$ cat config.mk
export PLATFORM = sky130hd
export DESIGN_NAME = jtframe_68kdma_arb
export DESIGN_NICKNAME = d
export VERILOG_FILES = /design/src/rtl/jtframe_68kdma_pkg.sv /design/src/rtl/jtframe_rr_pick.sv /design/src/rtl/jtframe_68kdma_arb.sv
export SDC_FILE = /design/constraint.sdc
export NUM_CORES = 1
export LEC_CHECK = 0
export CAP_MARGIN = 20
export CORE_AREA = 2 2 39 41
export CTS_CLUSTER_SIZE = 12
export DETAILED_ROUTE_END_ITERATION = 10
export DIE_AREA = 0 0 41 43
export SYNTH_ARGS = -nofsm -noshare
export SYNTH_HDL_FRONTEND = slang
export SYNTH_SLANG_ARGS = --single-unit
$ cat constraint.sdc
create_clock -name clk -period 1.6 [get_ports clk]
set_input_delay 0.24 -clock clk [delete_from_list [all_inputs] [get_ports clk]]
set_output_delay 0.24 -clock clk [all_outputs]
set_load 0.03 [all_outputs]
$ cat src/rtl/jtframe_68kdma_pkg.sv
// jtframe_68kdma_pkg: shared state encoding and channel limit for the 68k DMA arbiter
package jtframe_68kdma_pkg;
  localparam int MAXCH = 8;
  typedef enum logic [1:0] {S_IDLE, S_REQ, S_OWN, S_GAP} state_t;
endpackage

$ cat src/rtl/jtframe_rr_pick.sv
// jtframe_rr_pick: combinational picker, lowest index or rotating from a start index
module jtframe_rr_pick #(
  parameter  int CH = 2,
  localparam int IW = CH > 1 ? $clog2(CH) : 1
) (
  input  logic [CH-1:0] req_i,
  input  logic [IW-1:0] start_i,
  input  logic          rr_i,
  output logic [IW-1:0] idx_o,
  output logic          valid_o
);
  always_comb begin
    int base, j;
    logic [CH-1:0] rot;
    idx_o   = '0;
    valid_o = 1'b0;
    base    = rr_i ? int'(start_i) : 0;
    for (int i = CH - 1; i >= 0; i--) begin
      j   = (base + i) % CH;
      rot = req_i >> j;
      if (rot[0]) begin
        idx_o   = IW'(j);
        valid_o = 1'b1;
      end
    end
  end
endmodule

$ cat src/rtl/jtframe_68kdma_arb.sv
// jtframe_68kdma_arb: BR/BG/BGACK handshake on behalf of CH DMA masters, one owner per tenure
module jtframe_68kdma_arb
  import jtframe_68kdma_pkg::*;
#(
  parameter  int CH      = 2,
  parameter  int RR      = 0,
  parameter  int MAXHOLD = 0,
  parameter  int GAP     = 1,
  localparam int IW      = CH > 1 ? $clog2(CH) : 1,
  localparam int HW      = MAXHOLD == 0 ? 1 : $clog2(MAXHOLD + 1),
  localparam int GW      = $clog2(GAP + 1)
) (
  input  logic          clk,
  input  logic          rst_n,
  input  logic          cen,
  output logic          cpu_BRn,
  output logic          cpu_BGACKn,
  input  logic          cpu_BGn,
  input  logic          cpu_ASn,
  input  logic          cpu_DTACKn,
  input  logic [CH-1:0] dev_br,
  output logic [CH-1:0] dev_bg,
  output logic          busy
);
  state_t        state_q, state_d;
  logic          brn_q, brn_d, bgackn_q, bgackn_d;
  logic [CH-1:0] bg_q, bg_d;
  logic [IW-1:0] owner_q, owner_d, last_q, last_d, start, pick_idx;
  logic [HW-1:0] hold_q, hold_d;
  logic [GW-1:0] gap_q, gap_d;
  logic          pick_v, hit, own_req;

  assign start   = (int'(last_q) == CH - 1) ? '0 : last_q + 1'b1;
  assign hit     = (MAXHOLD != 0) && (int'(hold_q) == MAXHOLD - 1);
  assign own_req = dev_br[owner_q];

  jtframe_rr_pick #(.CH(CH)) u_pick (
    .req_i  (dev_br),
    .start_i(start),
    .rr_i   (RR != 0),
    .idx_o  (pick_idx),
    .valid_o(pick_v)
  );

  always_comb begin
    state_d  = state_q;
    brn_d    = brn_q;
    bgackn_d = bgackn_q;
    bg_d     = bg_q;
    owner_d  = owner_q;
    last_d   = last_q;
    hold_d   = hold_q;
    gap_d    = gap_q;
    if (cen) case (state_q)
      S_IDLE: if (pick_v) begin
        brn_d   = 1'b0;
        state_d = S_REQ;
      end
      S_REQ: if (!pick_v) begin
        brn_d   = 1'b1;
        state_d = S_IDLE;
      end else if (!cpu_BGn && cpu_ASn && cpu_DTACKn) begin
        bgackn_d = 1'b0;
        brn_d    = 1'b1;
        owner_d  = pick_idx;
        last_d   = pick_idx;
        bg_d     = CH'(1) << pick_idx;
        hold_d   = '0;
        state_d  = S_OWN;
      end
      S_OWN: begin
        hold_d = &hold_q ? hold_q : hold_q + 1'b1;
        // other channels never pre-empt: only the owner's own request or the limit ends a tenure
        if (!own_req || hit) begin
          bgackn_d = 1'b1;
          bg_d     = '0;
          gap_d    = '0;
          state_d  = S_GAP;
        end
      end
      default: begin
        gap_d   = gap_q + 1'b1;
        state_d = (int'(gap_q) == GAP - 1) ? S_IDLE : S_GAP;
      end
    endcase
  end

  always_ff @(posedge clk or negedge rst_n)
    if (!rst_n) begin
      state_q  <= S_IDLE;
      brn_q    <= 1'b1;
      bgackn_q <= 1'b1;
      bg_q     <= '0;
      owner_q  <= '0;
      last_q   <= IW'(CH - 1);
      hold_q   <= '0;
      gap_q    <= '0;
    end else begin
      state_q  <= state_d;
      brn_q    <= brn_d;
      bgackn_q <= bgackn_d;
      bg_q     <= bg_d;
      owner_q  <= owner_d;
      last_q   <= last_d;
      hold_q   <= hold_d;
      gap_q    <= gap_d;
    end

  assign cpu_BRn    = brn_q;
  assign cpu_BGACKn = bgackn_q;
  assign dev_bg     = bg_q;
  assign busy       = !bgackn_q;
endmodule

=== After elaboration in Yosys (flattened, before gate mapping) ===
Cells that the tools add are included.

* Register bits: 8
* Input port bits: 8
* Output and inout port bits: 5
* Word-level logic and storage cells: 55

* Add/sub/neg operators: 1
* $lt $le $gt $ge: 1
* Eq/ne operators: 7
* Shift-type cells: 1
* Muxes and demuxes: 25
* Bitwise gates (word level): 1
* Reduce and logical (&&, ||, !) cells: 13

{| class="wikitable"
|+ Operators with widths
! kind !! count
|-
| $mux W2 || 8
|-
| $mux W1 || 12
|-
| $reduce_and A4 Y1 || 3
|-
| $ne A2 B2 Y1 const B || 4
|-
| $pmux W1 S2 || 3
|-
| $pmux W2 S3 || 1
|-
| $reduce_and A5 Y1 || 1
|-
| $pmux W2 S2 || 1
|-
| $reduce_bool A2 Y1 || 2
|-
| $ne A3 B3 Y1 const B || 1
|-
| $reduce_and A3 Y1 || 1
|-
| $eq A2 B1 Y1 const B || 1
|-
| $eq A2 B2 Y1 const B || 1
|-
| $logic_and A1 B1 Y1 || 2
|-
| $logic_not A1 Y1 || 2
|-
| $logic_not A2 Y1 || 1
|-
| $lt A1 B2 Y1 const B || 1
|-
| $reduce_or A2 Y1 || 1
|-
| $shl A1 B1 Y2 const A || 1
|-
| $add A1 B1 Y1 const B || 1
|-
| $not A1 Y1 || 1
|}

=== Longest topological paths before layout ===
Gate-level depths: netlist of the first run.

* Word-level depth: 6
* Gate-level depth with buffers: 4
* Mapped depth without buffers: 3

=== Hierarchy ===
A second synthesis of the first run with hierarchy kept.

* Cells, all modules: 47
* Area, all modules: 501.7 sq um

{| class="wikitable"
|+ By module, submodules not included
! module !! instances !! cells an instance !! area an instance (sq um) !! seq. area each (sq um)
|-
| jtframe_68kdma_arb || 1 || 44 || 484.2 || 229.0
|-
| jtframe_rr_pick || 1 || 3 || 17.5 || 0.0
|}

=== Worst setup path after synthesis of the first run ===
OpenSTA, ideal clock, no wires.

* Path type: reg-to-reg
* Start: register state_q[1]
* End: register bg_q[1] (netlist: dev_bg[1])
* Library setup time: 0.079 ns
* Data arrival time: 1.100 ns
* Required time: 1.521 ns
* Slack: 0.420 ns
* Stages on the path, launching flop included: 5
* Path buffers: 1
* Period minus slack after synthesis: 1.180 ns
* Cells stage by stage: dfrtp_1 -> buf_6 -> o21bai_4 -> nor3_4 -> mux2i_1

* Longest elaborated chain between the ends: 3
* Elaborated cells between the ends (all ways): 8
* Classes of those cells: eq/ne (5); mux (1); reduce/logical (2)

{| class="wikitable"
|+ Ends and longest elaborated chain
! item !! RTL line !! RTL
|-
| from (decl) || jtframe_68kdma_arb.sv:25 || <nowiki>state_t state_q, state_d;</nowiki>
|-
| from (signal assigned) || jtframe_68kdma_arb.sv:99 || <nowiki>state_q <= state_d;</nowiki>
|-
| $eq A2 B1 Y1 / $eq A2 B2 Y1 (equally long branches) || jtframe_68kdma_arb.sv:54 || <nowiki>if (cen) case (state_q)</nowiki>
|-
| $ne A2 B2 Y1 (no source line) / $reduce_bool A2 Y1 (equally long branches) || n/a ||
|-
| $reduce_and A5 Y1 (no source line) || n/a ||
|-
| to (signal assigned) || jtframe_68kdma_arb.sv:102 || <nowiki>bg_q <= bg_d;</nowiki>
|-
| to (decl) || jtframe_68kdma_arb.sv:27 || <nowiki>logic [CH-1:0] bg_q, bg_d;</nowiki>
|}

Several ways; a longest one is shown, not always the timed one.
A chain may end at the register's enable or synchronous reset.

=== Worst setup path after layout of the first run ===
* Start: register bg_q[0] (netlist: dev_bg[0])
* End: output port dev_bg[0]

{| class="wikitable"
|+ RTL lines
! item !! RTL line !! RTL
|-
| to (decl) || jtframe_68kdma_arb.sv:22 || <nowiki>output logic [CH-1:0] dev_bg,</nowiki>
|}

No word-level cell between the ends.

==> results of run 1 <==
sequential cells by signal (all words and copies together), names as in the netlist:
name,flops
cpu_BGACKn,1
cpu_BRn,1
dev_bg,2
gap_q,1
owner_q,1
state_q,2
cells in the final DEF, fill, tap and decap left out, types with 2 or more instances in the layout:
cell	count
a21oi_1	3
buf_4	2
clkbuf_4	3
clkdlybuf4s50_1	9
dfrtp_1	6
dfstp_2	2
dlygate4sd2_1	3
inv_1	8
mux2i_1	2
nand2_1	2
nand2b_1	3
nor2_1	2
o21ai_0	2
o32ai_1	2
worst register-to-register path: cells and delay by family (launching register included):
kind	cells	cell delay, ns
AOI/OAI and AO/OA	1	0.25
DFF	1	0.35
muxes	2	0.48
cell usage after synthesis (2+ instances only):
cell / n
nor2_1: 2
dfstp_2: 2
o21ai_0: 2
dfrtp_1: 6
nand2_1: 2
inv_1: 8
o32ai_1: 2
mux2i_1: 2
nand2b_1: 3
a21oi_1: 3
timing repair:
action / in CTS / in global routing
setup endpoints to repair: 3 / 0
hold buffers: 0 / 0
gates resized for setup: 3 / 0
report_power, final:
group / leakage (nW) / internal, mW / switching (mW) / total, mW
combinational: 0.169 / 0.238 / 0.309 / 0.547
clock: 0.0138 / 0.0860 / 0.0714 / 0.157
sequential: 0.0947 / 0.315 / 0.0802 / 0.395
how the worst max path moves through the flow:
stage	startpoint	to	slack, ns	depth (start not counted)
final	dev_bg[0]	dev_bg[0]	0.06	1
after global routing	dev_bg[0]	dev_bg[0]	0.02	1
after CTS	dev_bg[0]	dev_bg[0]	0.05	1
after detailed placement	dev_br[1]	state_q[0]	0.005	4
after global placement	dev_br[1]	state_q[0]	0.03	4
after floorplan	state_q[1]	dev_bg[1]	0.42	4
stage by stage:
stage / std cells / power, mW / area [µm²]
after floorplan: 47 / 0.789 / 469
after global placement: 75 / 0.966 / 608
after detailed placement: 75 / 0.970 / 608
after CTS: 78 / 1.11 / 627
after global routing: 78 / 1.18 / 627
final: 78 / 1.10 / 627
layout make-up:
cell class                 instances  area [µm²]  share of cell area
clock buffer                       3        22.5              0.0359
timing repair buffer              14         131               0.210
sequential                         8         203               0.323
multi-input combinational         29         220               0.351
inverter                           8        30.0              0.0479
tap                               16        20.0              0.0319
cell families (layout without fill, tap and decap cells):
kind of cell,after synthesis,after routing,synth area share
compound gates,15,15,0.248
buf+inv,10,25,0.0987
flops,8,8,0.432
mux,3,3,0.0667
simple gates,11,11,0.155
layer usage:
metal	vias to the layer above	share of wire	wire length (µm)
met3	2	0.041	39
li1	199	-	-
met5	-	0	0
met1	176	0.50	473
met4	0	0.013	12
met2	9	0.45	429
==> results.sh, run 1 <==
export IMPL_synth_seq_area_share=0.432
export IMPL_path_class="flop to output port"
export IMPL_crit_path_max_incr_delay_ns=0.68
export IMPL_setup_viol=0
export IMPL_gr_max_usage_layer="met1"
export IMPL_numCtsBuffers=3
export IMPL_clockRootBuffer="clkbuf_4"
export IMPL_clockBufferDepth=2
export IMPL_finish_utilization=0.453
export IMPL_r2r_slack_ns=0.40
export IMPL_worstPathCellList="clkdlybuf4s50_1"
export IMPL_synth_edf_count=0
export IMPL_grt_pass1_vias=379
export IMPL_overflow=0
export IMPL_drt_total_wl_um=955
export IMPL_setup_slack_ns=0.0576
export IMPL_status="finished, final reports clean"
export IMPL_grt_pass1_wl_um=1610
export IMPL_io_pins=13
export IMPL_hpwlAfterDp_um=737
export IMPL_portBuffers=12
export IMPL_use_met2=0.184
export IMPL_synth_top_area_cell="dfrtp_1"
export IMPL_fillers=143
export IMPL_synth_nets=55
export IMPL_dieArea_um2=1760
export IMPL_drtAntennaViolNets=0
export IMPL_rr_startpoint="owner_q"
export IMPL_ys_flop_type="dfrtp_1"
export IMPL_critPathCaptureType="output port"
export IMPL_antennaDiodeCount=0
export IMPL_drc=0
export IMPL_cpMaxStageDelayCell="clkdlybuf4s50_1"
export IMPL_crit_buf_inv=1
export IMPL_critical_path_max_fanout=3
export IMPL_core_um2=1380
export IMPL_rsz0062_at_grt="no"
export IMPL_clk_pin_slew_ns=0.06
export IMPL_yosysWarnings=0
export IMPL_hold_path_class="input port to async pin"
export IMPL_initial_utilization=0.339
export IMPL_synth_seq_cells=8
export IMPL_cp_top_family="buffers and inverters"
export IMPL_cellPowerDensity_nw_per_um2=1750
export IMPL_pre_cts_ws_ns=0.00480
export IMPL_gp_congestion=0.827
export IMPL_post_cts_setup_buffer_count=0
export IMPL_rows=14
export IMPL_synthToLayoutAreaGrowth_pct=33.6
export IMPL_syn_inst=47
export IMPL_skew_ns=0.00554
export IMPL_die_w_um=41
export IMPL_clock_sinks=8
export IMPL_use_met1=0.190
export IMPL_fmax_ghz=0.648
export IMPL_nets=72
export IMPL_finalCritPeriodShare=0.964
export IMPL_grt_usage=0.139
export IMPL_leakagePower_nw=0.278
export IMPL_max_slew_margin=0.737
export IMPL_final_layout_size_suffix_gt1_frac=0.177
export IMPL_cp_required_ns=1.36
export IMPL_drtIter0Drc=1
export IMPL_grt_max_degree=9
export IMPL_dr_pass1_iters=2
export IMPL_wl_per_cell_um=12.2
export IMPL_synth_avg_cell_area_um2=9.98
export IMPL_r2r_cells=3
export IMPL_maxSlewViolCount=0
export IMPL_fin_crit_ns=1.54
export IMPL_cp_start_kind="flop"
export IMPL_arrival_ns=1.30
export IMPL_antenna_found_initial=0
export IMPL_hold_slack_ns=0.274
export IMPL_synthDistinctLibCells=25
export IMPL_tightest_slew_ns=0.394
export IMPL_async_reset_ff_frac=1.00
export IMPL_met3_usage=0.0314
export IMPL_htree_levels=1
export IMPL_die_h_um=43
export IMPL_fin_setup_tns_ns=0
export IMPL_hold_viol=0
export IMPL_synth_top_cell_area_share=0.320
export IMPL_synth_area_um2=469
export IMPL_cts_tree="built"
export IMPL_avgViaCountPerCell=4.95
export IMPL_ys_top_cells_by_area="dfrtp_1 32%, dfstp_2 11%, inv_1 6.4%"
export IMPL_clk_latency_ns=0.25
export IMPL_reg2reg_to="dev_bg[1]"
export IMPL_drv_cap=0
export IMPL_vias=386
export IMPL_vdd_drop_max_mv=0.515
No activity file was read; power rests on OpenSTA's default activity.
==> run 2, diff against run 1 <==
Settings changed: SLEW_MARGIN set to 40.
==> results of run 2 <==
The final DEF is identical to that of run 1; final timing and power are the same.
